[src/rtl/right_shift_seq_if.sv]
// Handshake/data bundle between an ALU sequencer and the multi-cycle right shifter.
// The master drives the request side; the slave (the shifter) returns result and flags.
interface right_shift_seq_if #(
  parameter int WIDTH = 8,
  parameter int AMT_W = 4
);
  logic             start;
  logic [WIDTH-1:0] data_in;
  logic [AMT_W-1:0] amt;
  logic [1:0]       mode;
  logic [WIDTH-1:0] result;
  logic             carry;
  logic             zero;
  logic             busy;
  logic             done;

  modport master (
    output start, data_in, amt, mode,
    input  result, carry, zero, busy, done
  );

  modport slave (
    input  start, data_in, amt, mode,
    output result, carry, zero, busy, done
  );
endinterface

[src/rtl/right_shift_seq.sv]
// Multi-cycle right shifter for the 8-bit ALU: one bit per clock in logical,
// arithmetic or rotate mode, with start/busy/done handshake and carry/zero flags.
// Every output comes straight from a register.
module right_shift_seq #(
  parameter int WIDTH = 8,
  parameter int AMT_W = 4
) (
  input logic              clk,
  input logic              rst,
  right_shift_seq_if.slave bus
);

  localparam int CNT_W = $clog2(WIDTH + 1);

  typedef enum logic [1:0] {
    S_IDLE  = 2'b00,
    S_SHIFT = 2'b01,
    S_DONE  = 2'b10
  } state_t;

  // Shift count actually performed: rotate wraps modulo WIDTH, the other
  // modes saturate at WIDTH because further shifts cannot change the value.
  function automatic logic [CNT_W-1:0] eff_amount(input logic [AMT_W-1:0] a,
                                                  input logic [1:0]       m);
    logic [31:0] a32;
    a32 = 32'(a);
    if (m == 2'b10) begin
      eff_amount = CNT_W'(a32 % 32'(WIDTH));
    end else if (a32 > 32'(WIDTH)) begin
      eff_amount = CNT_W'(WIDTH);
    end else begin
      eff_amount = CNT_W'(a32);
    end
  endfunction

  state_t           state_r;
  logic [WIDTH-1:0] result_r;
  logic             carry_r;
  logic             zero_r;
  logic             busy_r;
  logic             done_r;
  logic [CNT_W-1:0] count_r;
  logic [1:0]       mode_r;

  logic [CNT_W-1:0] eff_s;
  logic             fill_s;
  logic [WIDTH-1:0] shifted_s;

  assign eff_s = eff_amount(bus.amt, bus.mode);

  // Bit entering at the MSB for the current mode; mode 11 behaves as logical.
  always_comb begin
    fill_s = 1'b0;
    case (mode_r)
      2'b01:   fill_s = result_r[WIDTH-1];
      2'b10:   fill_s = result_r[0];
      default: fill_s = 1'b0;
    endcase
    shifted_s = {fill_s, result_r[WIDTH-1:1]};
  end

  // Control FSM and datapath registers; start is honoured only outside SHIFT.
  always_ff @(posedge clk or posedge rst) begin
    if (rst) begin
      state_r  <= S_IDLE;
      result_r <= {WIDTH{1'b0}};
      carry_r  <= 1'b0;
      zero_r   <= 1'b1;
      busy_r   <= 1'b0;
      done_r   <= 1'b0;
      count_r  <= {CNT_W{1'b0}};
      mode_r   <= 2'b00;
    end else begin
      case (state_r)
        S_IDLE, S_DONE: begin
          if (bus.start) begin
            result_r <= bus.data_in;
            carry_r  <= 1'b0;
            zero_r   <= (bus.data_in == {WIDTH{1'b0}});
            mode_r   <= bus.mode;
            if (eff_s == {CNT_W{1'b0}}) begin
              state_r <= S_DONE;
              count_r <= {CNT_W{1'b0}};
              busy_r  <= 1'b0;
              done_r  <= 1'b1;
            end else begin
              state_r <= S_SHIFT;
              count_r <= eff_s;
              busy_r  <= 1'b1;
              done_r  <= 1'b0;
            end
          end else begin
            // No request: results and flags are held for the ALU flag logic.
            state_r <= S_IDLE;
            busy_r  <= 1'b0;
            done_r  <= 1'b0;
          end
        end
        S_SHIFT: begin
          result_r <= shifted_s;
          carry_r  <= result_r[0];
          zero_r   <= (shifted_s == {WIDTH{1'b0}});
          count_r  <= count_r - CNT_W'(1);
          if (count_r == CNT_W'(1)) begin
            state_r <= S_DONE;
            busy_r  <= 1'b0;
            done_r  <= 1'b1;
          end else begin
            state_r <= S_SHIFT;
            busy_r  <= 1'b1;
            done_r  <= 1'b0;
          end
        end
        default: begin
          state_r <= S_IDLE;
          busy_r  <= 1'b0;
          done_r  <= 1'b0;
        end
      endcase
    end
  end

  assign bus.result = result_r;
  assign bus.carry  = carry_r;
  assign bus.zero   = zero_r;
  assign bus.busy   = busy_r;
  assign bus.done   = done_r;

endmodule

[src/flat_wrapper.sv]
// flat-port wrapper written by rule: the top's interface ports become plain ports
module right_shift_seq_flat 
#(
  parameter int WIDTH = 8,
  parameter int AMT_W = 4
)
  (clk, rst, bus_start, bus_data_in, bus_amt, bus_mode, bus_result, bus_carry, bus_zero, bus_busy, bus_done);
  right_shift_seq_if #(.WIDTH(WIDTH), .AMT_W(AMT_W)) bus_i ();
  input logic clk;
  input logic rst;
  input wire logic [$bits(bus_i.start)-1:0] bus_start;
  input wire logic [$bits(bus_i.data_in)-1:0] bus_data_in;
  input wire logic [$bits(bus_i.amt)-1:0] bus_amt;
  input wire logic [$bits(bus_i.mode)-1:0] bus_mode;
  output wire logic [$bits(bus_i.result)-1:0] bus_result;
  output wire logic [$bits(bus_i.carry)-1:0] bus_carry;
  output wire logic [$bits(bus_i.zero)-1:0] bus_zero;
  output wire logic [$bits(bus_i.busy)-1:0] bus_busy;
  output wire logic [$bits(bus_i.done)-1:0] bus_done;
  assign bus_i.start = bus_start;
  assign bus_i.data_in = bus_data_in;
  assign bus_i.amt = bus_amt;
  assign bus_i.mode = bus_mode;
  assign bus_result = bus_i.result;
  assign bus_carry = bus_i.carry;
  assign bus_zero = bus_i.zero;
  assign bus_busy = bus_i.busy;
  assign bus_done = bus_i.done;
  right_shift_seq #(.WIDTH(WIDTH), .AMT_W(AMT_W)) u_core (.clk(clk), .rst(rst), .bus(bus_i));
endmodule
[config.mk]
export PLATFORM = sky130hd
export DESIGN_NAME = right_shift_seq_flat
export DESIGN_NICKNAME = d
export VERILOG_FILES = /design/src/rtl/right_shift_seq_if.sv /design/src/rtl/right_shift_seq.sv /design/src/flat_wrapper.sv
export SDC_FILE = /design/constraint.sdc
export NUM_CORES = 1
export LEC_CHECK = 0
export ABC_AREA = 0
export BUFFER_PORTS_ARGS = -buffer_cell sky130_fd_sc_hd__buf_4
export CORE_MARGIN = 2
export CORE_UTILIZATION = 40
export CTS_CLUSTER_SIZE = 40
export DETAILED_ROUTE_END_ITERATION = 6
export PLACE_DENSITY = 0.66
export SETUP_SLACK_MARGIN = 0.02
export SLEW_MARGIN = 20
export SYNTH_ARGS = -nofsm -noshare
export SYNTH_HDL_FRONTEND = slang
export SYNTH_SLANG_ARGS = --single-unit
export TNS_END_PERCENT = 100
[constraint.sdc]
create_clock -name clk -period 1.2 [get_ports clk]
set_input_delay 0.24 -clock clk [delete_from_list [all_inputs] [get_ports clk]]
set_output_delay 0.24 -clock clk [all_outputs]
set_load 0.005 [all_outputs]
Word level (Yosys, flattened, before mapping)
Cells that the tools add are included.

Register bits after elaboration: 20. Logic and storage cells: 49.

Equal/unequal tests: 7. $lt $le $gt $ge: 1. Reductions and logical operators: 8. Add/sub/neg operators: 1. Mux-type cells: 24.

Operator list (count): logical NOT 8 bit (2); 2-to-1 mux 4 bit (4); one-hot mux 8 bit (2 select lines) (1); one-hot mux 1 bit (2 select lines) (5); 2-to-1 mux 1 bit (8); 2-to-1 mux 8 bit (1); one-hot mux 4 bit (2 select lines) (1); equality test 2 bit, second input constant (3); 2-to-1 mux 2 bit (3); equality test 2 x 1 -> 1 bit, second input constant (2); equality test 4 x 1 -> 1 bit, second input constant (1); > comparator 4 bit, second input constant (1); logical NOT 4 bit (1); one-hot mux 2 bit (2 select lines) (1); AND reduction 2 bit (2); subtractor 4 x 1 -> 4 bit, second input constant (1); logical NOT 2 bit (1); inequality test 2 bit, second input constant (1); nonzero test 2 bit (1); OR reduction 2 bit (1).

Depth between registers and ports, before layout
Word-level depth: 7. Mapped depth: 5.

Least setup slack after synthesis
No wires, ideal clock.

Kind: register to register. From: register u_core.mode_r[0]. To: register u_core.zero_r (netlist: u_core.bus.zero). Setup time: 98 ps. Required time: 1102 ps. Arrival time: 1059 ps. Buffers on the path: 0. Stages on the path, launching flop included: 6. Slack: 42 ps. Cells stage by stage: dfrtp_1 > inv_1 > ha_1 > a22oi_1 > o211ai_1 > o311ai_1.

Cells in the longest elaborated chain, start to end: 4.

RTL lines: start, declared (line right_shift_seq.sv:43) `logic [1:0] mode_r;`; start signal, assigned (line right_shift_seq.sv:80) `mode_r <= bus.mode;`; equality test 2 bit or equality test 2 x 1 -> 1 bit (tied branches) (line right_shift_seq.sv:54) `case (mode_r)`; one-hot mux 1 bit (2 select lines) (*) (line right_shift_seq.sv:54); logical NOT 8 bit (*) (line right_shift_seq.sv:102) `zero_r <= (shifted_s == {WIDTH{1'b0}});`; one-hot mux 1 bit (2 select lines) (*) (line right_shift_seq.sv:74) `case (state_r)`; end signal, assigned (line right_shift_seq.sv:79) `zero_r <= (bus.data_in == {WIDTH{1'b0}});`; end signal, assigned (line right_shift_seq.sv:102); end, declared (line right_shift_seq.sv:39) `logic zero_r;`.

Mark *: on every way between the ends. The rest lies on a longest branch, timed or not. A chain may end at the register's enable or synchronous reset.

==> flow_summary.yaml <==
setup_path:
  path_cells: "buf_6, buf_6"
  critPathCaptureType: "output pin"
  cpMaxStageDelayCell: "dfrtp_2"
  cp_num_buf_inv: 2
  cp_max_fo: 5
  start_kind: "flip-flop"
  arrival_ns: 1.00
  worstPathRequired_ns: 0.96
  cpPeakStageDelay_ns: 0.47
  critPathTopFamily: "flip-flops"
  worstSetupPathType: "flip-flop to output pin"
  path_common_cell: "buf_6"
cells_and_area:
  area_delta_synth_final_pct: 61.45
  antennaDiodeCount: 0
  drive_above_1_share_pct: 50.90
  final_common_cell: "buf_4"
  layout.nets: 189
  final_cell_mix: "buf_4 (43), buf_6 (19), nand2_1 (16), dfrtp_1 (16), nor2_1 (10)"
  final_util_pct: 67.44
placed_design:
  place_hpwl_um: 1973
  io_buffers: 28
  gp_congestion: 0.7861
clock_network:
  cts_tree: "done"
  cts-root-buf: "clkbuf_4"
  path_clk_slew_ns: 0.11
  htree_levels: 1
  clock_latency_ns: 0.30
  cts.sink_count: 18
  cts_buffers: 3
  clockBufferDepth: 2
yosys:
  ys_ff_latch: 18
  synth_nets: 127
  synth_warnings: 0
  syn_area_um2: 1016
  ys_seq_area_share_pct: 44.46
  syn_inst: 106
  postSynthAreaPerCell_um2: 9.585
  ys_types: 34
status:
  violations: "setup timing"
  status: "finished, violations left"
routing:
  drc: 0
  wire_per_inst_um: 13.95
  ant_nets: 0
  totalWireLength_um: 2749
  dr.pass1.iters: 4
  dr_total_vias: 1023
  vias_per_cell: 5.193
  drt_iter0_markers: 28
global_routing:
  grt_max_degree: 13
  antenna_found_initial: 0
  grt_pass1_wl_um: 4657
  grt-ovfl-total: 0
  grt_usage_pct: 22.50
  grt_pass1_vias: 1027
floorplan:
  die_area_um2: 2959
  coreArea_um2: 2432
  ios: 29
  die_h_um: 54.40
  rows: 18
  die_x_um: 54.40
  start_util_pct: 41.77
timing:
  final_hold_viol_count: 0
  slew_viol_final: 0
  fin_worst_skew_ns: 0.01174
  finalCritPeriodShare_pct: 103.5
  setup_ws_ns: -0.04235
  period_needed_ns: 1.242
  finalSetupViolCount: 6
  slew_headroom_pct: 80.54
  max_freq_mhz: 804.9
  fin_tns_setup_ns: -0.1667
  rsz0062_at_grt: "true"
  finalHoldWorstSlack_ns: 0.1798
  max_slew.worst_pin.slew_ns: 0.2918
power_and_ir_drop:
  peakVddDrop_v: 0.001669
  p_leak_nw: 0.7764
  p_per_area_nw_per_um2: 2464
worst_hold_path:
  hold_path_class: "input port to flip-flop"
flow_run:
  maxCapViolations: 0
## sequential cells by signal, indices dropped and copies added, names as in the netlist
register and flops:
u_core.bus.carry 1, u_core.bus.zero 1, u_core.bus.done 1, u_core.bus.result 8, u_core.count_r 4, u_core.state_r 1, u_core.mode_r 2
## final cells by class
type                       count  area, um^2
fill                         208       792.0
timing repair buffer          63       546.8
multi-input combinational     75       540.5
sequential                    18       452.9
tap                           30       37.54
clock buffer                   4       36.28
inverter                       7       26.28
## metal layers
| layer | up-vias | GRT usage, % | wire length, um |
|---|---|---|---|
| met1 | 484 | 27.56 | 1219 |
| li1 | 502 | - | - |
| met4 | 0 | 8.750 | 31 |
| met5 | - | 0 | 0 |
| met2 | 33 | 39.36 | 1368 |
| met3 | 4 | 3.552 | 129 |
## synthesized netlist by cell type (all sizes together)
cell type,count,share of area [%]
nor2,11,4.1
a22o,2,1.7
a221oi,1,1.5
and2b,1,0.74
a221o,1,0.99
inv,7,2.6
mux2i,2,2.0
nand2,16,5.9
o22ai,1,0.62
nor2b,2,1.2
a211oi,2,2.5
dfstp,1,2.6
dfrtp,17,42
or3,1,0.62
a22oi,1,0.74
nor4,3,1.8
a2111oi,1,2.7
o311ai,1,0.86
o21ai,6,3.0
a31oi,7,4.3
nand2b,3,2.6
nand3b,1,0.74
nand3,2,0.99
nor3b,1,0.74
a21oi,1,0.49
ha,4,4.9
o211ai,2,1.5
buf,6,4.7
and3,1,0.62
nor3,1,0.49
## worst reg2reg max path, stage by stage, from the launching register on
cell     delay (ns)
dfrtp_1        0.43
inv_2          0.07
ha_2           0.17
a22oi_2        0.06
or3_1          0.37
o21ai_1        0.07
## what timing repair did
item	in CTS	in global routing
setup endpoints to repair	21	26
pin swaps	2	0
hold endpoints to repair	5	0
buffers inserted	12	1
hold buffers	1	0
resized for setup	26	8
## kinds of logic (layout without fill, tap and decap cells)
| kind of cell | Yosys count | in the layout | synth area share, % |
|---|---|---|---|
| adders and majority gates | 4 | 4 | 4.926 |
| AOI/OAI and AO/OA | 26 | 26 | 20.81 |
| buffers and inverters | 13 | 74 | 7.266 |
| DFF | 18 | 18 | 44.46 |
| and+or+nand+nor | 43 | 43 | 20.57 |
| muxes | 2 | 2 | 1.971 |
## path summary, 6_finish.rpt
kind	end	depth (start not counted)	slack, ns	startpoint
max in group asynchronous	u_core.state_r[0]	4	0.32	rst
min reg2reg	u_core.bus.zero	1	0.55	u_core.bus.result[7]
min in group asynchronous	u_core.count_r[0]	3	0.40	rst
max	bus_busy	2	-0.04	u_core.state_r[0]
max reg2reg	u_core.bus.result[7]	5	-0.03	u_core.mode_r[1]
min	u_core.mode_r[0]	3	0.18	bus_mode[0]
## power breakdown
part | internal (mW) | switching [mW]
Clock | 0.185 | 0.202
Sequential | 0.901 | 0.291
Combinational | 1.47 | 0.996
## stage by stage
stage                     cell area, um^2  power, mW  worst slack, ns  cells
after global routing                 1640      4.386          -0.1148    197
after floorplan                      1016      2.141          0.04243    106
after CTS                            1609      3.951         -0.04157    196
final                                1640      4.042         -0.04235    197
after global placement               1374      2.947         -0.01998    179
after detailed placement             1374      3.006         -0.06922    179
Note: power is estimated with default switching activity, not from simulation.
